`config.mk`:
```
export PLATFORM = sky130hd
export DESIGN_NAME = multicycle_main_control
export DESIGN_NICKNAME = d
export VERILOG_FILES = /design/src/rtl/riscv_ctrl_pkg.sv /design/src/rtl/imm_src_decoder.sv /design/src/rtl/multicycle_main_control.sv
export SDC_FILE = /design/constraint.sdc
export NUM_CORES = 1
export LEC_CHECK = 0
export BUFFER_PORTS_ARGS = -buffer_cell sky130_fd_sc_hd__buf_4
export CORE_MARGIN = 2
export CORE_UTILIZATION = 43
export CTS_BUF_LIST = sky130_fd_sc_hd__clkbuf_8
export DETAILED_ROUTE_END_ITERATION = 8
export PLACE_DENSITY = 0.77
export SLEW_MARGIN = 30
export SYNTH_ARGS = -nofsm -noshare
export SYNTH_HDL_FRONTEND = slang
export SYNTH_SLANG_ARGS = --single-unit
```
`constraint.sdc`:
```
create_clock -name CLK -period 1.28 [get_ports CLK]
set_clock_uncertainty 0.15 [all_clocks]
set_input_delay 0.128 -clock CLK [delete_from_list [all_inputs] [get_ports CLK]]
set_output_delay 0.128 -clock CLK [all_outputs]
set_load 0.02 [all_outputs]
```
`src/rtl/riscv_ctrl_pkg.sv`:
```
`default_nettype none
// ============================================================================
// Package     : riscv_ctrl_pkg
// Description : Shared encodings for the multicycle RISC-V control path:
//               opcodes, main-FSM state codes and the datapath select codes
//               (ALUOp, ALUSrcA/B, ResultSrc, ImmSrc) also used by the
//               ALU decoder.
// Revision    : 1.0 - initial release
// ============================================================================
package riscv_ctrl_pkg;

  // Opcodes (Instr[6:0])
  localparam logic [6:0] c_op_lw   = 7'b0000011;
  localparam logic [6:0] c_op_sw   = 7'b0100011;
  localparam logic [6:0] c_op_r    = 7'b0110011;
  localparam logic [6:0] c_op_i    = 7'b0010011;
  localparam logic [6:0] c_op_beq  = 7'b1100011;
  localparam logic [6:0] c_op_jal  = 7'b1101111;

  // Main FSM state encodings (11 of 16 codes used)
  localparam logic [3:0] c_s_fetch    = 4'd0;
  localparam logic [3:0] c_s_decode   = 4'd1;
  localparam logic [3:0] c_s_memadr   = 4'd2;
  localparam logic [3:0] c_s_memread  = 4'd3;
  localparam logic [3:0] c_s_memwb    = 4'd4;
  localparam logic [3:0] c_s_memwrite = 4'd5;
  localparam logic [3:0] c_s_execr    = 4'd6;
  localparam logic [3:0] c_s_execi    = 4'd7;
  localparam logic [3:0] c_s_aluwb    = 4'd8;
  localparam logic [3:0] c_s_beq      = 4'd9;
  localparam logic [3:0] c_s_jal      = 4'd10;

  // ALUOp codes (consumed by the ALU decoder)
  localparam logic [1:0] c_aluop_add   = 2'b00;
  localparam logic [1:0] c_aluop_sub   = 2'b01;
  localparam logic [1:0] c_aluop_funct = 2'b10;

  // ALU operand A select
  localparam logic [1:0] c_srca_pc    = 2'b00;
  localparam logic [1:0] c_srca_oldpc = 2'b01;
  localparam logic [1:0] c_srca_rd1   = 2'b10;

  // ALU operand B select
  localparam logic [1:0] c_srcb_rd2  = 2'b00;
  localparam logic [1:0] c_srcb_imm  = 2'b01;
  localparam logic [1:0] c_srcb_four = 2'b10;

  // Result mux select
  localparam logic [1:0] c_res_aluout    = 2'b00;
  localparam logic [1:0] c_res_readdata  = 2'b01;
  localparam logic [1:0] c_res_aluresult = 2'b10;

  // Immediate format select
  localparam logic [1:0] c_imm_i = 2'b00;
  localparam logic [1:0] c_imm_s = 2'b01;
  localparam logic [1:0] c_imm_b = 2'b10;
  localparam logic [1:0] c_imm_j = 2'b11;

  // True for every opcode the control FSM knows how to sequence.
  function automatic logic is_supported_op(input logic [6:0] op);
    return (op == c_op_lw) || (op == c_op_sw) || (op == c_op_r) ||
           (op == c_op_i)  || (op == c_op_beq) || (op == c_op_jal);
  endfunction

endpackage
`default_nettype wire

```
`src/rtl/imm_src_decoder.sv`:
```
`default_nettype none
// ============================================================================
// Module      : imm_src_decoder
// Description : Combinational opcode -> immediate format select. Valid in
//               every FSM state so the extender output is always ready.
// Ports       : i_op      - Instr[6:0]
//               o_imm_src - 00=I, 01=S, 10=B, 11=J
// Revision    : 1.0 - initial release
// ============================================================================
module imm_src_decoder
  import riscv_ctrl_pkg::*;
#(
  parameter int OP_W = 7
) (
  input  logic [OP_W-1:0] i_op,
  output logic [1:0]      o_imm_src
);

  always_comb begin
    o_imm_src = c_imm_i;
    case (i_op)
      c_op_sw:  o_imm_src = c_imm_s;
      c_op_beq: o_imm_src = c_imm_b;
      c_op_jal: o_imm_src = c_imm_j;
      // lw, op-imm, R-type and unknown opcodes use the I format
      default:  o_imm_src = c_imm_i;
    endcase
  end

endmodule
`default_nettype wire

```
`src/rtl/multicycle_main_control.sv`:
```
`default_nettype none
// ============================================================================
// Module      : multicycle_main_control
// Description : Main control FSM of the multicycle RISC-V core. Sequences
//               fetch/decode/execute/memory/writeback and handshakes with
//               the write-through cache (MemReq held until MemReady).
// Ports       : CLK, RST (async, active-low)
//               Op, Zero, MemReady           - inputs
//               MemReq, MemWrite, AdrSrc      - memory interface
//               IRWrite, PCWrite, RegWrite    - register enables
//               ALUSrcA, ALUSrcB, ALUOp       - ALU controls
//               ResultSrc, ImmSrc             - datapath selects
//               IllegalInstr                  - unsupported opcode pulse
// Revision    : 1.0 - initial release
// ============================================================================
module multicycle_main_control
  import riscv_ctrl_pkg::*;
#(
  parameter int OP_W    = 7,
  parameter int STATE_W = 4
) (
  input  logic            CLK,
  input  logic            RST,
  input  logic [OP_W-1:0] Op,
  input  logic            Zero,
  input  logic            MemReady,
  output logic            MemReq,
  output logic            MemWrite,
  output logic            AdrSrc,
  output logic            IRWrite,
  output logic            PCWrite,
  output logic            RegWrite,
  output logic [1:0]      ALUSrcA,
  output logic [1:0]      ALUSrcB,
  output logic [1:0]      ALUOp,
  output logic [1:0]      ResultSrc,
  output logic [1:0]      ImmSrc,
  output logic            IllegalInstr
);

  logic [STATE_W-1:0] r_state;
  logic [STATE_W-1:0] w_next_state;

  logic w_mem_req;
  logic w_mem_write;
  logic w_ir_write;
  logic w_pc_update;
  logic w_branch;
  logic w_reg_write;
  logic w_illegal;

  // --------------------------------------------------------------------------
  // State register. Asserting reset mid-access abandons the cache request;
  // the PC was not advanced, so FETCH restarts at the current PC.
  // --------------------------------------------------------------------------
  always_ff @(posedge CLK or negedge RST) begin
    if (!RST) begin
      r_state <= c_s_fetch;
    end else begin
      r_state <= w_next_state;
    end
  end

  // --------------------------------------------------------------------------
  // Next-state logic
  // --------------------------------------------------------------------------
  always_comb begin
    w_next_state = c_s_fetch;
    case (r_state)
      c_s_fetch:    w_next_state = MemReady ? c_s_decode : c_s_fetch;
      c_s_decode: begin
        case (Op)
          c_op_lw,
          c_op_sw:  w_next_state = c_s_memadr;
          c_op_r:   w_next_state = c_s_execr;
          c_op_i:   w_next_state = c_s_execi;
          c_op_beq: w_next_state = c_s_beq;
          c_op_jal: w_next_state = c_s_jal;
          default:  w_next_state = c_s_fetch;
        endcase
      end
      // Only lw and sw reach MEMADR, so anything other than sw is a load.
      c_s_memadr:   w_next_state = (Op == c_op_sw) ? c_s_memwrite : c_s_memread;
      c_s_memread:  w_next_state = MemReady ? c_s_memwb : c_s_memread;
      c_s_memwb:    w_next_state = c_s_fetch;
      c_s_memwrite: w_next_state = MemReady ? c_s_fetch : c_s_memwrite;
      c_s_execr:    w_next_state = c_s_aluwb;
      c_s_execi:    w_next_state = c_s_aluwb;
      c_s_aluwb:    w_next_state = c_s_fetch;
      c_s_beq:      w_next_state = c_s_fetch;
      // rd = PC+4 is computed here and written back via ALUWB
      c_s_jal:      w_next_state = c_s_aluwb;
      default:      w_next_state = c_s_fetch;
    endcase
  end

  // --------------------------------------------------------------------------
  // Output decode (Moore, except IRWrite/PCUpdate gated by MemReady in FETCH)
  // --------------------------------------------------------------------------
  always_comb begin
    w_mem_req   = 1'b0;
    w_mem_write = 1'b0;
    AdrSrc      = 1'b0;
    w_ir_write  = 1'b0;
    w_pc_update = 1'b0;
    w_branch    = 1'b0;
    w_reg_write = 1'b0;
    w_illegal   = 1'b0;
    ALUSrcA     = c_srca_pc;
    ALUSrcB     = c_srcb_rd2;
    ALUOp       = c_aluop_add;
    ResultSrc   = c_res_aluout;
    case (r_state)
      c_s_fetch: begin
        w_mem_req   = 1'b1;
        ALUSrcA     = c_srca_pc;
        ALUSrcB     = c_srcb_four;
        ALUOp       = c_aluop_add;
        ResultSrc   = c_res_aluresult;
        w_ir_write  = MemReady;
        w_pc_update = MemReady;
      end
      c_s_decode: begin
        // Speculative branch target OldPC + imm
        ALUSrcA   = c_srca_oldpc;
        ALUSrcB   = c_srcb_imm;
        ALUOp     = c_aluop_add;
        w_illegal = !is_supported_op(Op);
      end
      c_s_memadr: begin
        ALUSrcA = c_srca_rd1;
        ALUSrcB = c_srcb_imm;
        ALUOp   = c_aluop_add;
      end
      c_s_memread: begin
        w_mem_req = 1'b1;
        AdrSrc    = 1'b1;
      end
      c_s_memwb: begin
        ResultSrc   = c_res_readdata;
        w_reg_write = 1'b1;
      end
      c_s_memwrite: begin
        w_mem_req   = 1'b1;
        w_mem_write = 1'b1;
        AdrSrc      = 1'b1;
      end
      c_s_execr: begin
        ALUSrcA = c_srca_rd1;
        ALUSrcB = c_srcb_rd2;
        ALUOp   = c_aluop_funct;
      end
      c_s_execi: begin
        ALUSrcA = c_srca_rd1;
        ALUSrcB = c_srcb_imm;
        ALUOp   = c_aluop_funct;
      end
      c_s_aluwb: begin
        ResultSrc   = c_res_aluout;
        w_reg_write = 1'b1;
      end
      c_s_beq: begin
        ALUSrcA   = c_srca_rd1;
        ALUSrcB   = c_srcb_rd2;
        ALUOp     = c_aluop_sub;
        ResultSrc = c_res_aluout;
        w_branch  = 1'b1;
      end
      c_s_jal: begin
        ALUSrcA     = c_srca_oldpc;
        ALUSrcB     = c_srcb_four;
        ALUOp       = c_aluop_add;
        ResultSrc   = c_res_aluout;
        w_pc_update = 1'b1;
      end
      default: begin
        w_mem_req = 1'b0;
      end
    endcase
  end

  // Side-effecting strobes are held low for the whole time reset is asserted,
  // not just until the state register settles.
  assign MemReq       = RST & w_mem_req;
  assign MemWrite     = RST & w_mem_write;
  assign IRWrite      = RST & w_ir_write;
  assign PCWrite      = RST & (w_pc_update | (w_branch & Zero));
  assign RegWrite     = RST & w_reg_write;
  assign IllegalInstr = RST & w_illegal;

  imm_src_decoder #(
    .OP_W (OP_W)
  ) u_imm_src_decoder (
    .i_op      (Op),
    .o_imm_src (ImmSrc)
  );

endmodule
`default_nettype wire

```
==> results.json, run 1 <==
{
  "cts_buffers": 3,
  "portBuffers": 27,
  "synth_warnings": 0,
  "yosys.area.top_type": "dfrtp_1",
  "dp.final_hpwl_mm": 1.63,
  "synthTopCellsByArea": "dfrtp_1 (16%), nor2_1 (6.0%), buf_6 (5.4%), nand2b_1 (5.0%), nand4bb_4 (4.4%)",
  "clockBufferDepth": 2,
  "async_flop_share": 1.00,
  "synthCells": 79,
  "fp.dieH_um": 42.2,
  "post_cts_buffers": 11,
  "syn_area_per_cell_um2": 7.93,
  "io-pin-count": 28,
  "globalplace.congestion": 0.804,
  "cts_hold_repair.buffers": 1,
  "stop_stage": "clock tree synthesis (4_1_cts)",
  "die_width_um": 42.2,
  "h-tree-depth": 1,
  "synthFlopType": "dfrtp_1",
  "yosysSeqAreaShare": 0.160,
  "synth_top_cell_area_share": 0.160,
  "start_util": 0.470,
  "cts_root_buf": "clkbuf_8",
  "status": "stopped before the end",
  "firstError": "[ERROR DPL-0038] Utilization greater than 100%, impossible to legalize",
  "rows": 13,
  "cts_resized": 50,
  "synthDistinctLibCells": 39,
  "syn-cell-area_um2": 627,
  "synth_edf_count": 0,
  "cts_sinks": 4,
  "synth_nets": 90,
  "ys_ff_latch": 4
}
[cells in the mapped netlist (all sizes together) (2+ instances only)]
cell / count
inv: 2
nor2b: 4
o21ai: 2
buf: 5
a211oi: 2
a2bb2oi: 2
nor3: 4
and2b: 2
nand2: 3
nor2: 10
a22oi: 2
and3: 2
a21o: 3
o32ai: 2
nor3b: 2
nand2b: 5
a21oi: 3
xnor2: 3
dfrtp: 4
[stage by stage]
stage / setup WS (ns) / hold slack, ns / std cells / cell area, um^2
after floorplan: -0.145 / -0.318 / 79 / 733
after global placement: -0.182 / -0.196 / 135 / 1040
after detailed placement: -0.210 / -0.195 / 135 / 1040
[kinds of logic after synthesis]
kind of cell,Yosys count,share of synthesized area
AO/OA/AOI/OAI,21,0.263
multiplexers,1,0.0160
XOR/XNOR,4,0.0559
flip-flops,4,0.160
AND/OR/NAND/NOR,42,0.415
buffers and inverters,7,0.0898
==> inputs of run 2 (changes only) <==
Settings changed: CORE_AREA set to 2 2 63 65, CORE_MARGIN 2 to unset, CORE_UTILIZATION 43 to unset, CTS_BUF_LIST sky130_fd_sc_hd__clkbuf_8 to unset, DIE_AREA set to 0 0 65 67, PLACE_DENSITY 0.77 to unset, PLACE_DENSITY_LB_ADDON set to 0.15.
Clock period 1.28 ns to 1.7 ns, I/O delays scaled along.
==> run 2 against run 1 <==
  * The flow now finishes without violations
  * Synthesized cell count unchanged
  * Synthesized area unchanged
==> results.json, run 2 <==
{
  "portBuffers": 27,
  "maxSlewViolCount": 0,
  "max_cap_violations": 0,
  "worstPathArrival_ns": 1.37,
  "dieArea_um2": 4360,
  "start_kind": "flip-flop",
  "min_period_over_period": 0.995,
  "maxSlewHeadroom": 0.772,
  "max_stage_delay_ns": 0.37,
  "crit_family": "flip-flops",
  "largest_register_ffs": 4,
  "grt_util_met2": 0.169,
  "powerDensity_nw_per_um2": 469,
  "synth.most_common_cell": "nor2_1",
  "top_register": "r_state",
  "grtUsageMet3": 0.0220,
  "io-pin-count": 28,
  "status": "finished clean",
  "dp.final_hpwl_mm": 1.58,
  "place_ws_ns": 0.137,
  "viasPerCell": 4.38,
  "reg_top3": "r_state: 4 flops",
  "critPathKind": "flip-flop to primary output",
  "synth_compound_area_frac": 0.263,
  "fp.dieH_um": 67,
  "required_ns": 1.38,
  "synth-simple-area-share": 0.415,
  "synth_nets": 90,
  "grt_pass1_vias": 717,
  "synth_top_cell_area_share": 0.160,
  "h-tree-depth": 1,
  "peakVddDrop_mv": 0.118,
  "synthFlopType": "dfrtp_1",
  "period_needed_ns": 1.69,
  "antenna_found_initial": 0,
  "fmax_mhz": 591,
  "synth_edf_count": 0,
  "synth_warnings": 0,
  "ys_ff_latch": 4,
  "synthAdderAreaFrac": 0,
  "diodes": 0,
  "post_dp_cell_area_um2": 901,
  "drc_errors": 0,
  "cts_root_buf": "clkbuf_8",
  "synthTopCellsByArea": "dfrtp_1 (16%), nor2_1 (6.0%), buf_6 (5.4%), nand2b_1 (5.0%), nand4bb_4 (4.4%)",
  "whs_ns": 0.172,
  "fin_setup_tns_ns": 0,
  "setup_viol": 0,
  "async_flop_share": 1.00,
  "yosys.area.top_type": "dfrtp_1",
  "setup_ws_ns": 0.00824,
  "cts_sinks": 4,
  "routed_wl_mm": 2.08,
  "coreArea_um2": 3610,
  "nNetsFinal": 132,
  "area_growth_pct": 71.7,
  "vias": 732,
  "worstHoldStart": "Op[3]",
  "cp-end-kind": "primary output",
  "syn-cell-area_um2": 627,
  "grt_pass1_wl_mm": 3.37,
  "ant_nets": 0,
  "cp-startpoint": "r_state[3]",
  "globalplace.congestion": 0.708,
  "grt.busiest_layer": "met2",
  "syn_area_per_cell_um2": 7.93,
  "wl_per_cell_um": 12.5,
  "cts_tree": "yes",
  "grt_overflow_total": 0,
  "drive_gt1_frac": 0.521,
  "p_leak_nw": 0.505,
  "clkTransAtPathRegs_ns": 0.03,
  "grt_setup_unrepaired": "true",
  "r2r_start": "r_state[0]",
  "min_path_type": "input pin to flip-flop",
  "worstPathMaxFanout": 3,
  "final_cell_mix": "buf_4 (40), nor2_1 (8)",
  "clockBufferDepth": 2,
  "critPathBufInv": 1,
  "final_hold_viol_count": 0,
  "synth.top_cells.by_count": "nor2_1 (10), nand2b_1 (5), dfrtp_1 (4), nor2b_1 (4), nor3_1 (4)",
  "synth_top_family_by_area": "simple AND/OR/NAND/NOR gates",
  "tightest_slew_ns": 0.341,
  "cts_buffers": 3,
  "synthXorXnorAreaFrac": 0.0559,
  "clkLatencyLatePin_ns": 0.22,
  "cpMaxStageDelayCell": "dfrtp_1",
  "crit_chain": "or3b_1 -> a21o_1 -> a21oi_2 -> buf_4",
  "synthDistinctLibCells": 39,
  "start_util": 0.174,
  "fin_total_pwr_mw": 0.504,
  "mostFrequentLayoutCell": "buf_4",
  "r2r_slack_ns": 0.16,
  "drtIter0Drc": 14,
  "grt_start_max_net_pins": 13,
  "rows": 22,
  "die_width_um": 65,
  "synthCells": 79,
  "fin_area_um2": 1080,
  "grt_util_met1": 0.126,
  "synth_mux_area_frac": 0.0160,
  "first_pass_iters": 4,
  "track_usage": 0.103,
  "yosysSeqAreaShare": 0.160
}
run 2: metal layers:
metal,vias to the layer above,part of all wire
li1,370,-
met2,27,0.45
met4,0,0.013
met1,333,0.47
met3,2,0.062
met5,-,0
run 2: final cells by class:
type	count	area [um^2]
clock buffers	3	41.3
fillers	408	2530
inverters	2	7.51
multi-input cells	68	541
flip-flops and latches	4	101
well taps	48	60.1
repair buffers	42	325
run 2: path summary, 6_finish.rpt:
check / cells after the start / to
min in group asynchronous: 2 / r_state[3]
setup / recovery: 4 / PCWrite
setup reg to reg: 5 / r_state[0]
hold reg to reg: 4 / r_state[0]
hold / removal: 3 / r_state[1]
max in group asynchronous: 2 / r_state[2]
run 2: timing repair:
item | 4_1_cts | 5_1_grt
hold buffers | 1 | 0
pin swaps | 3 | 2
hold endpoints to repair | 4 | 0
resized for setup | 6 | 12
setup endpoints to repair | 8 | 12
setup buffers | 3 | 3
run 2: where the power goes:
part / internal (mW) / switching [mW] / leakage [nW]
clock: 0.151 / 0.0458 / 0.0216
combinational: 0.0983 / 0.108 / 0.431
sequential: 0.0992 / 0.00251 / 0.0522
total: 0.348 / 0.156 / 0.505
run 2: per-stage QoR:
stage / util / cells
6_report: 0.298 / 167
4_1_cts: 0.276 / 164
3_5_place_dp: 0.250 / 157
2_1_floorplan: - / 79
3_3_place_gp: 0.250 / 157
5_1_grt: 0.298 / 167
run 2: logic make-up after synthesis:
group / Yosys count
buf+inv: 7
simple gates: 42
compound gates: 21
xor+xnor: 4
mux: 1
flops: 4
run 2: tightest hold or removal path: stages:
cell and delay, ns:
buf_4 0.12, nand4_1 0.10, a211oi_1 0.09
No activity file was read; power rests on OpenSTA's default activity.
